==> config.mk <==
export PLATFORM = sky130hd
export DESIGN_NAME = cobertura_motor_flat
export DESIGN_NICKNAME = d
export VERILOG_FILES = /design/src/rtl/cobertura_motor_pkg.sv /design/src/rtl/cobertura_motor_if.sv /design/src/rtl/cobertura_motor_contador.sv /design/src/rtl/cobertura_motor.sv /design/src/flat_wrapper.sv
export SDC_FILE = /design/constraint.sdc
export NUM_CORES = 1
export LEC_CHECK = 0
export BUFFER_PORTS_ARGS = -buffer_cell sky130_fd_sc_hd__buf_2
export CAP_MARGIN = 20
export CORE_AREA = 4 4 51 53
export CTS_CLUSTER_DIAMETER = 120
export DETAILED_ROUTE_END_ITERATION = 7
export DIE_AREA = 0 0 55 57
export GPL_ROUTABILITY_DRIVEN = 0
export GPL_TIMING_DRIVEN = 1
export MAX_ROUTING_LAYER = met4
export PLACE_DENSITY = 0.74
export SLEW_MARGIN = 20
export SYNTH_ARGS = -nofsm -noshare
export SYNTH_HDL_FRONTEND = slang
export SYNTH_SLANG_ARGS = --single-unit
==> constraint.sdc <==
create_clock -name clk -period 4 [get_ports clk]
set_clock_uncertainty 0.15 [all_clocks]
set_input_delay 0.6 -clock clk [delete_from_list [all_inputs] [get_ports clk]]
set_output_delay 0.6 -clock clk [all_outputs]
set_load 0.02 [all_outputs]
==> src/rtl/cobertura_motor_pkg.sv <==
// Shared state codes and sizing helper for the roof-cover motor sequencer.
package cobertura_motor_pkg;

    localparam int STATE_W = 3;

    typedef enum logic [STATE_W-1:0] {
        PARADO   = 3'd0,
        ABRINDO  = 3'd1,
        FECHANDO = 3'd2,
        PAUSA    = 3'd3,
        FALHA    = 3'd4
    } estado_t;

    function automatic int cnt_width(input int t, input int d);
        return $clog2((t > d) ? t : d) + 1;
    endfunction

endpackage

==> src/rtl/cobertura_motor_if.sv <==
// Command, limit-switch and contactor bundle between cover logic and motor.
interface cobertura_motor_if;
    import cobertura_motor_pkg::*;

    logic               A;
    logic               F;
    logic               Fd;
    logic               Fe;
    logic               limpa;
    logic               motor_abre;
    logic               motor_fecha;
    logic [STATE_W-1:0] estado;
    logic               falha;

    modport master (
        output A, F, Fd, Fe, limpa,
        input  motor_abre, motor_fecha, estado, falha
    );

    modport slave (
        input  A, F, Fd, Fe, limpa,
        output motor_abre, motor_fecha, estado, falha
    );

endinterface

==> src/rtl/cobertura_motor_contador.sv <==
// Saturating up-counter with clear, enable and terminal compare.
module cobertura_motor_contador #(
    parameter int W = 4
) (
    input  logic         clk,
    input  logic         reset,
    input  logic         clr,
    input  logic         en,
    input  logic [W-1:0] term,
    output logic         done
);

    logic [W-1:0] cnt;

    always_ff @(posedge clk or posedge reset) begin
        if (reset) begin
            cnt <= '0;
        end else if (clr) begin
            cnt <= '0;
        end else if (en && (cnt != '1)) begin
            cnt <= cnt + 1'b1;
        end
    end

    assign done = (cnt == term);

endmodule

==> src/rtl/cobertura_motor.sv <==
// Motor sequencer: interlocked contactors, dead-time pause, latched fault.
module cobertura_motor
    import cobertura_motor_pkg::*;
#(
    parameter int DEAD_TIME = 4,
    parameter int TIMEOUT   = 1000
) (
    input  logic               clk,
    input  logic               reset,
    cobertura_motor_if.slave   bus
);

    localparam int CW = cnt_width(TIMEOUT, DEAD_TIME);
    localparam logic [CW-1:0] T_LAST = CW'(TIMEOUT - 1);
    localparam logic [CW-1:0] D_LAST = CW'(DEAD_TIME - 1);

    estado_t       state;
    estado_t       nxt;
    logic          conflict;
    logic          clr;
    logic          en;
    logic          done;
    logic [CW-1:0] term;
    logic          abre_q;
    logic          fecha_q;
    logic          falha_q;

    assign conflict = bus.Fd & bus.Fe;
    assign term     = (state == PAUSA) ? D_LAST : T_LAST;

    // One counter serves both the run timeout and the dead time;
    // it restarts from zero on every state change.
    cobertura_motor_contador #(
        .W (CW)
    ) u_contador (
        .clk   (clk),
        .reset (reset),
        .clr   (clr),
        .en    (en),
        .term  (term),
        .done  (done)
    );

    always_comb begin
        nxt = state;
        en  = 1'b0;
        case (state)
            PARADO: begin
                if (conflict)
                    nxt = FALHA;
                else if (bus.F && !bus.Fe)
                    nxt = FECHANDO;
                else if (bus.A && !bus.Fd)
                    nxt = ABRINDO;
            end
            ABRINDO: begin
                if (conflict)
                    nxt = FALHA;
                else if (bus.Fd || !bus.A || bus.F)
                    nxt = PAUSA;
                else if (done)
                    nxt = FALHA;
                else
                    en = 1'b1;
            end
            FECHANDO: begin
                if (conflict)
                    nxt = FALHA;
                else if (bus.Fe || !bus.F || bus.A)
                    nxt = PAUSA;
                else if (done)
                    nxt = FALHA;
                else
                    en = 1'b1;
            end
            PAUSA: begin
                if (conflict)
                    nxt = FALHA;
                else if (done)
                    nxt = PARADO;
                else
                    en = 1'b1;
            end
            FALHA: begin
                if (bus.limpa && !conflict)
                    nxt = PARADO;
            end
            default: nxt = FALHA;
        endcase
    end

    assign clr = (nxt != state);

    always_ff @(posedge clk or posedge reset) begin
        if (reset) begin
            state   <= PARADO;
            abre_q  <= 1'b0;
            fecha_q <= 1'b0;
            falha_q <= 1'b0;
        end else begin
            state   <= nxt;
            abre_q  <= (nxt == ABRINDO);
            fecha_q <= (nxt == FECHANDO);
            falha_q <= (nxt == FALHA);
        end
    end

    assign bus.motor_abre  = abre_q;
    assign bus.motor_fecha = fecha_q;
    assign bus.falha       = falha_q;
    assign bus.estado      = state;

endmodule

==> src/flat_wrapper.sv <==
// flat-port wrapper written by rule: the top's interface ports become plain ports
module cobertura_motor_flat import cobertura_motor_pkg::*;
#(
    parameter int DEAD_TIME = 4,
    parameter int TIMEOUT   = 1000
)
  (clk, reset, bus_A, bus_F, bus_Fd, bus_Fe, bus_limpa, bus_motor_abre, bus_motor_fecha, bus_estado, bus_falha);
  cobertura_motor_if bus_i ();
  input  logic clk;
  input  logic reset;
  input wire logic [$bits(bus_i.A)-1:0] bus_A;
  input wire logic [$bits(bus_i.F)-1:0] bus_F;
  input wire logic [$bits(bus_i.Fd)-1:0] bus_Fd;
  input wire logic [$bits(bus_i.Fe)-1:0] bus_Fe;
  input wire logic [$bits(bus_i.limpa)-1:0] bus_limpa;
  output wire logic [$bits(bus_i.motor_abre)-1:0] bus_motor_abre;
  output wire logic [$bits(bus_i.motor_fecha)-1:0] bus_motor_fecha;
  output wire logic [$bits(bus_i.estado)-1:0] bus_estado;
  output wire logic [$bits(bus_i.falha)-1:0] bus_falha;
  assign bus_i.A = bus_A;
  assign bus_i.F = bus_F;
  assign bus_i.Fd = bus_Fd;
  assign bus_i.Fe = bus_Fe;
  assign bus_i.limpa = bus_limpa;
  assign bus_motor_abre = bus_i.motor_abre;
  assign bus_motor_fecha = bus_i.motor_fecha;
  assign bus_estado = bus_i.estado;
  assign bus_falha = bus_i.falha;
  cobertura_motor #(.DEAD_TIME(DEAD_TIME), .TIMEOUT(TIMEOUT)) u_core (.clk(clk), .reset(reset), .bus(bus_i));
endmodule
Word-level counts from Yosys, hierarchy flattened. Cells that the tools add are included.

Bits in registers: 17. Bits of input ports: 7. Output and inout bits: 6. Logic and storage cells: 54.

Add/sub/neg operators: 1. Eq/ne operators: 10. Multiplexer cells: 22. Bitwise logic cells: 1. Reductions and logical operators: 15.

Operator list (number): $mux 3 (11); $mux 11 (2); $pmux 3 s5 (1); $add 11x1->11 const B (1); $eq 11x11->1 (1); $ne 11x11->1 const B (1); $mux 10 (1); $eq 3x2->1 const B (3); $eq 3x1->1 const B (2); $eq 3x3->1 const B (2); $mux 1 (6); $logic_not 1->1 (5); $logic_and 1x1->1 (4); $logic_or 1x1->1 (4); $logic_not 3->1 (1); $ne 3x3->1 (1); $pmux 1 s3 (1); $reduce_bool 2->1 (1); $and 1x1->1 (1).

Longest topological paths before layout. Gate-level depths: netlist of the first run.

Word-level depth: 10. Mapped depth: 8. Gate-level depth less buffers: 6.

Modules after synthesis. A second synthesis of the first run with hierarchy kept.

Cells, all modules: 144. Area total of the unflattened synthesis: 1321.3 sq um.

By module, submodules not included: cobertura_motor_contador (times used 1, cells each 90, area each 824.5 sq um); cobertura_motor (times used 1, cells each 54, area each 496.7 sq um).

Worst setup path before layout of the first run. No wires, ideal clock.

Path type: in2reg. Start point: in bus_Fe. End point: reg u_core.u_contador.cnt[7]. Setup time: 0.077 ns. Arrival: 2.002 ns. Required time: 3.773 ns. Slack: 1.771 ns. Cell stages on the path: 6. Buffers on the path: 0. Cell sequence: nor3b_2 > o21ai_0 > a21oi_2 > nand3_2 > or4_1 > a21oi_1.

Word-level cells in the longest chain between the ends: 7. Elaborated cells between the ends (all ways): 24.

RTL lines: start: declaration (line flat_wrapper.sv:14) `input wire logic [$bits(bus_i.Fe)-1:0] bus_Fe;`; $and 1x1->1, or another cell as far along (line cobertura_motor.sv:28) `assign conflict = bus.Fd & bus.Fe;`; $logic_not 1->1, or another cell as far along (line cobertura_motor.sv:85) `if (bus.limpa && !conflict)`; $logic_and 1x1->1, or another cell as far along (line cobertura_motor.sv:85); $mux 3, or another cell as far along (line cobertura_motor.sv:85); $pmux 3 s5 / $pmux 1 s3 (equally long branches) (line cobertura_motor.sv:47) `case (state)`; $ne 3x3->1 / $logic_and 1x1->1 (equally long branches) (line cobertura_motor.sv:92, cobertura_motor_contador.sv:20); $mux 11 / $reduce_bool 2->1 (equally long branches); end signal: assignment (line cobertura_motor_contador.sv:21) `cnt <= cnt + 1'b1;`; end: declaration (line cobertura_motor_contador.sv:13) `logic [W-1:0] cnt;`.

Parallel ways exist; a longest one is shown, timed or not. A chain may end at the register's enable or synchronous reset.

Worst setup path in the final report of the first run.
Start point: reg u_core.u_contador.cnt[0]. End point: reg u_core.u_contador.cnt[10].

Word-level cells in the longest chain between the ends: 7. Elaborated cells between the ends (all ways): 23.

RTL lines: $eq 11x11->1 (line cobertura_motor_contador.sv:25) `assign done = (cnt == term);`; $mux 3 / $mux 1 (equally long branches) (line cobertura_motor.sv:61, cobertura_motor.sv:71, cobertura_motor.sv:79); $mux 3, or another cell as far along (line cobertura_motor.sv:69) `else if (bus.Fe || !bus.F || bus.A)`; $mux 3, or another cell as far along (line cobertura_motor.sv:67) `if (conflict)`; $pmux 3 s5 / $pmux 1 s3 (equally long branches) (line cobertura_motor.sv:47); $ne 3x3->1 / $logic_and 1x1->1 (equally long branches) (line cobertura_motor.sv:92, cobertura_motor_contador.sv:20); $mux 11 / $reduce_bool 2->1 (equally long branches).

Parallel ways exist; a longest one is shown, timed or not. The select of a mux whose other input is x is not followed.

==> results of run 1 <==
-- final timing paths --
path                                                          to  slack, ps  cells past startpoint
setup reg to reg           u_core.u_contador.cnt[10]$_DFFE_PP0P_       1310                      6
setup / recovery           u_core.u_contador.cnt[10]$_DFFE_PP0P_       1310                      6
hold / removal                  u_core.bus.motor_fecha$_DFF_PP0_        200                      2
max in group asynchronous   u_core.u_contador.cnt[6]$_DFFE_PP0P_       3090                      2
min in group clk            u_core.u_contador.cnt[9]$_DFFE_PP0P_        460                      2
hold reg to reg             u_core.u_contador.cnt[9]$_DFFE_PP0P_        460                      2
-- cells in the mapped netlist (2+ instances only) --
library cell,n
o31ai_1,2
nor2_1,11
and4_1,2
o21ai_0,6
nand2b_1,2
dfrtp_1,17
nand2_1,10
nor3_1,2
or3_1,2
inv_1,3
nor3b_2,2
nor2b_1,2
and3_1,4
a21oi_1,7
or4_1,2
xor2_1,6
nand4_1,6
nand3_1,6
-- power breakdown --
group | total (mW) | leakage (nW) | internal (mW) | switching, mW
combinational | 0.150 | 0.272 | 0.0512 | 0.0987
sequential | 0.213 | 0.230 | 0.190 | 0.0226
clock | 0.102 | 0.0139 | 0.0382 | 0.0642
-- logic make-up after synthesis --
logic type               after synthesis
AO/OA/AOI/OAI                         27
XOR/XNOR                               6
adder cells (fa/ha/maj)                1
buffers and inverters                  6
flip-flops                            17
multiplexers                           1
AND/OR/NAND/NOR                       60
-- registers in the layout (all words and copies together), names as in the netlist --
signal / count
u_core.u_contador.cnt: 11
u_core.bus.estado: 3
u_core.bus.falha: 1
u_core.bus.motor_abre: 1
u_core.bus.motor_fecha: 1
-- critical path, cell delays in order (launching register included) --
cell      delay, ps
dfrtp_1         440
ha_1            280
nor4b_1         670
o211ai_2        200
and3_1          230
o22ai_2         380
o21ba_2         230
-- final cells by class --
type | count | area [um^2]
fillers | 198 | 956
multi-input cells | 95 | 631
flip-flops and latches | 17 | 425
repair buffers | 12 | 60.1
well taps | 28 | 35.0
clock buffers | 3 | 22.5
inverters | 3 | 11.3
clock inverters | 1 | 7.51
-- per-layer routing --
layer | vias up | global-route usage
li1 | 467 | -
met1 | 457 | 0.250
met2 | 29 | 0.274
met3 | 5 | 0.0313
met4 | 0 | 0.0625
met5 | - | -
-- metrics by stage --
step                      hold slack (ps)   util  power (mW)  cell area [um^2]  worst slack, ps
final                                 203  0.555       0.465              1190             1310
after global routing                  238  0.555       0.495              1190             1150
after CTS                             223  0.555       0.467              1190             1340
after detailed placement              440  0.541       0.364              1160             1380
after global placement                424  0.541       0.362              1160             1450
after floorplan                       374      -       0.335              1100             1770
==> out/qor.csv, run 1 <==
metric;value;unit
status;finished clean;
grt_remaining_overflow;0;
timing.fmax;372;MHz
crit_path_max_fanout;11;
start_util;0.511;
synthMuxAreaShare;0.00912;
final_common_cell;dfrtp_1;
drt-initial-drc-count;39;
drt-pass1-iter-count;4;
place_hpwl;1780;um
cp_data_arrival_time;2740;ps
synth-compound-area-share;0.170;
synthFlopType;dfrtp_1;
cp.required;4060;ps
hp-class;in -> async;
routed.top_layer;met4;
synth_seq_cells;17;
finalCritPeriodShare;0.672;
slew_violations;0;
synth.avg_cell_area;9.30;um^2
synth_area_leader_cell;dfrtp_1;
synth-xor-area-share;0.0479;
cts_setup_buffers;0;
timing.setup.tns;0;ps
cts_tree;yes;
startpoint_type;register;
hold_viol;0;
grt_pass1_wl;4180;um
slew_headroom;0.472;
cts_buffers;3;
rsz0062_at_grt;false;
synthTopCellsByArea;dfrtp_1 (39%), xor2_1 (4.8%), nor2_1 (3.8%);
clk_path_buf_depth;2;
drive_gt1_frac;0.221;
wl_met2;1150;um
synth_top_family_by_area;simple AND/OR/NAND/NOR gates;
ant_nets;0;
path_class;reg -> reg;
powerDensity;390;nW/um^2
synth_edf_count;0;
syn_area;1100;um^2
cts_resized;0;
vias_per_cell;6.03;
htreeDepth;1;
rows;17;
antenna_found_initial;0;
fin_crit;2690;ps
fin_cells;159;
io_buffer_count;12;
die_x;55;um
wl_met1;1070;um
ys_warn_count;0;
fin_nets;140;
grt_pass1_vias;909;
synth_top_cell_area_share;0.388;
num_io_pins;13;
drc;0;
yosysUniqueCellTypes;44;
clk_pin_slew;120;ps
num_antenna_cells;0;
clk_latency;310;ps
fp.dieArea;3140;um^2
clock-sinks;17;
async_reset_ff_frac;1.00;
routed_wl;2380;um
ir_drop;0.289;mV
synth-simple-area-share;0.336;
grt_util_all_layers;0.184;
root_buffer;clkbuf_4;
timing.rr.start;u_core.u_contador.cnt[0]$_DFFE_PP0P_;
core_area;2150;um^2
crit_path_start;u_core.u_contador.cnt[0]$_DFFE_PP0P_;
layout-area-overhead-vs-synth;8.67;%
vias;958;
layout_common_cells;dfrtp_1 (17), buf_2 (12), nor2_1 (11);
p_leak;0.516;nW
max_cap_viol_count;0;
dieHeight;57;um
wl_met3;125;um
tightest_slew;781;ps
synth_fa_ha_area_frac;0.0114;
avgRoutedWirePerCell;15.0;um
timing.critical_path.to_type;register;
setup_viol;0;
cts_hold_buffers;0;
grt_start_max_net_pins;18;
syn_inst;118;
synth_fp_nets;126;
seq_area_frac_synth;0.388;
dp.cells;155;
No activity file was read; power rests on OpenSTA's default activity.
==> run 2, diff against run 1 <==
Clock period 4 ns to 2.59 ns, I/O delays scaled along.
==> run 2 against run 1 <==
  * Via count increased by 2.8%
  * Power increased by 57%
  * Non-clock buffer count increased by 4
  * Routed wire length decreased by 2.3%
  * Critical path type unchanged
  * Critical endpoint is now u_core.u_contador.cnt[8]$_DFFE_PP0P_
==> out/qor.csv, run 2 (same netlist as run 1, synthesis figures left out) <==
metric;value;unit
status;finished clean;
grt_pass1_vias;918;
ant_nets;0;
io_buffer_count;12;
num_antenna_cells;0;
avgRoutedWirePerCell;14.3;um
powerDensity;598;nW/um^2
drt-initial-drc-count;31;
p_int;0.450;mW
timing.fmax;420;MHz
seqPwrFrac;0.439;
cp.required;2620;ps
ir_drop;0.446;mV
switchingPower;0.279;mW
timing.setup.tns;0;ps
clk_path_buf_depth;2;
cts_buffers;3;
vias_per_cell;6.04;
die_x;55;um
drc;0;
cts_hold_buffers;0;
num_io_pins;13;
grt_remaining_overflow;0;
hold_viol;0;
clk_pin_slew;100;ps
crit_path_max_fanout;8;
clock-sinks;17;
max_cap_viol_count;0;
final_common_cell;dfrtp_1;
rows;17;
finalCritPeriodShare;0.919;
layout_common_cells;dfrtp_1 (17), buf_2 (12), nor2_1 (11);
drive_gt1_frac;0.237;
p_leak;0.538;nW
hp-class;in -> async;
p_sw_frac;0.383;
layout-area-overhead-vs-synth;11.2;%
fin_crit;2380;ps
timing.rr.start;u_core.u_contador.cnt[8]$_DFFE_PP0P_;
worst_hold_slack;15.7;ps
grt_pass1_wl;4080;um
start_util;0.511;
final_util;0.568;
timing.critical_path.to_type;register;
combPwrFrac;0.366;
regMostFlops;u_core.u_contador.cnt;
fin_nets;144;
antenna_found_initial;0;
tightest_slew;642;ps
crit_path_start;u_core.u_contador.cnt[8]$_DFFE_PP0P_;
cp_data_arrival_time;2410;ps
core_area;2150;um^2
place_hpwl;1810;um
path_class;reg -> reg;
startpoint_type;register;
clk_latency;290;ps
root_buffer;clkbuf_4;
p_total;0.729;mW
drt-pass1-iter-count;4;
htreeDepth;1;
setup_viol;0;
routed_wl;2330;um
fp.dieArea;3140;um^2
largest_reg_flops;11;
vias;985;
grt_util_all_layers;0.178;
cts_tree;yes;
clkPwrFrac;0.195;
dieHeight;57;um
rsz0062_at_grt;false;
grt_start_max_net_pins;18;
slew_headroom;0.572;
slew_violations;0;
==> run 2: critical path, stage by stage (launching register included) <==
cell	delay, ps
dfrtp_1	430
or4_4	570
nor4b_4	350
o211ai_2	140
and3_1	210
o22ai_2	170
buf_4	200
nor2_1	60
==> run 2: metrics by stage <==
step / cell area, um^2 / worst slack [ps] / instances
after global routing: 1220 / 77.4 / 163
after global placement: 1190 / 263 / 159
final: 1220 / 209 / 163
after floorplan: 1100 / 379 / 118
after CTS: 1220 / 216 / 163
after detailed placement: 1190 / 229 / 159
==> run 2: metal layers <==
| layer | track usage | routed length [um] | vias to the layer above |
|---|---|---|---|
| met3 | 0.0157 | 123 | 4 |
| met1 | 0.271 | 1130 | 470 |
| met4 | 0.0799 | 43 | 0 |
| li1 | - | - | 480 |
| met5 | - | 0 | - |
| met2 | 0.238 | 1030 | 31 |
==> run 2: final timing paths <==
check	depth (start not counted)	slack (ps)	end
hold / removal	2	20	u_core.u_contador.cnt[2]$_DFFE_PP0P_
hold reg to reg	1	430	u_core.u_contador.cnt[10]$_DFFE_PP0P_
setup / recovery	7	210	u_core.u_contador.cnt[8]$_DFFE_PP0P_
max in group asynchronous	2	1860	u_core.u_contador.cnt[8]$_DFFE_PP0P_
setup reg to reg	7	210	u_core.u_contador.cnt[8]$_DFFE_PP0P_
min in group clk	3	320	u_core.bus.falha$_DFF_PP0_
==> run 2: layout make-up <==
| type | instances | area [um^2] |
|---|---|---|
| clock buffers | 4 | 26.3 |
| multi-input cells | 95 | 632 |
| fillers | 183 | 928 |
| inverters | 3 | 11.3 |
| flip-flops and latches | 17 | 425 |
| well taps | 28 | 35.0 |
| repair buffers | 16 | 90.1 |
==> run 2: what timing repair did <==
action,in CTS,in global routing
setup buffers,0,0
resized for setup,0,1
setup endpoints to repair,0,1
==> run 2: power groups by stage <==
stage	Sequential [mW]	Combinational (mW)	Clock [mW]
global route	0.323	0.293	0.156
CTS	0.318	0.265	0.149
finish	0.320	0.267	0.142
floorplan	0.356	0.162	0
detailed placement	0.323	0.263	0
global placement	0.322	0.258	0
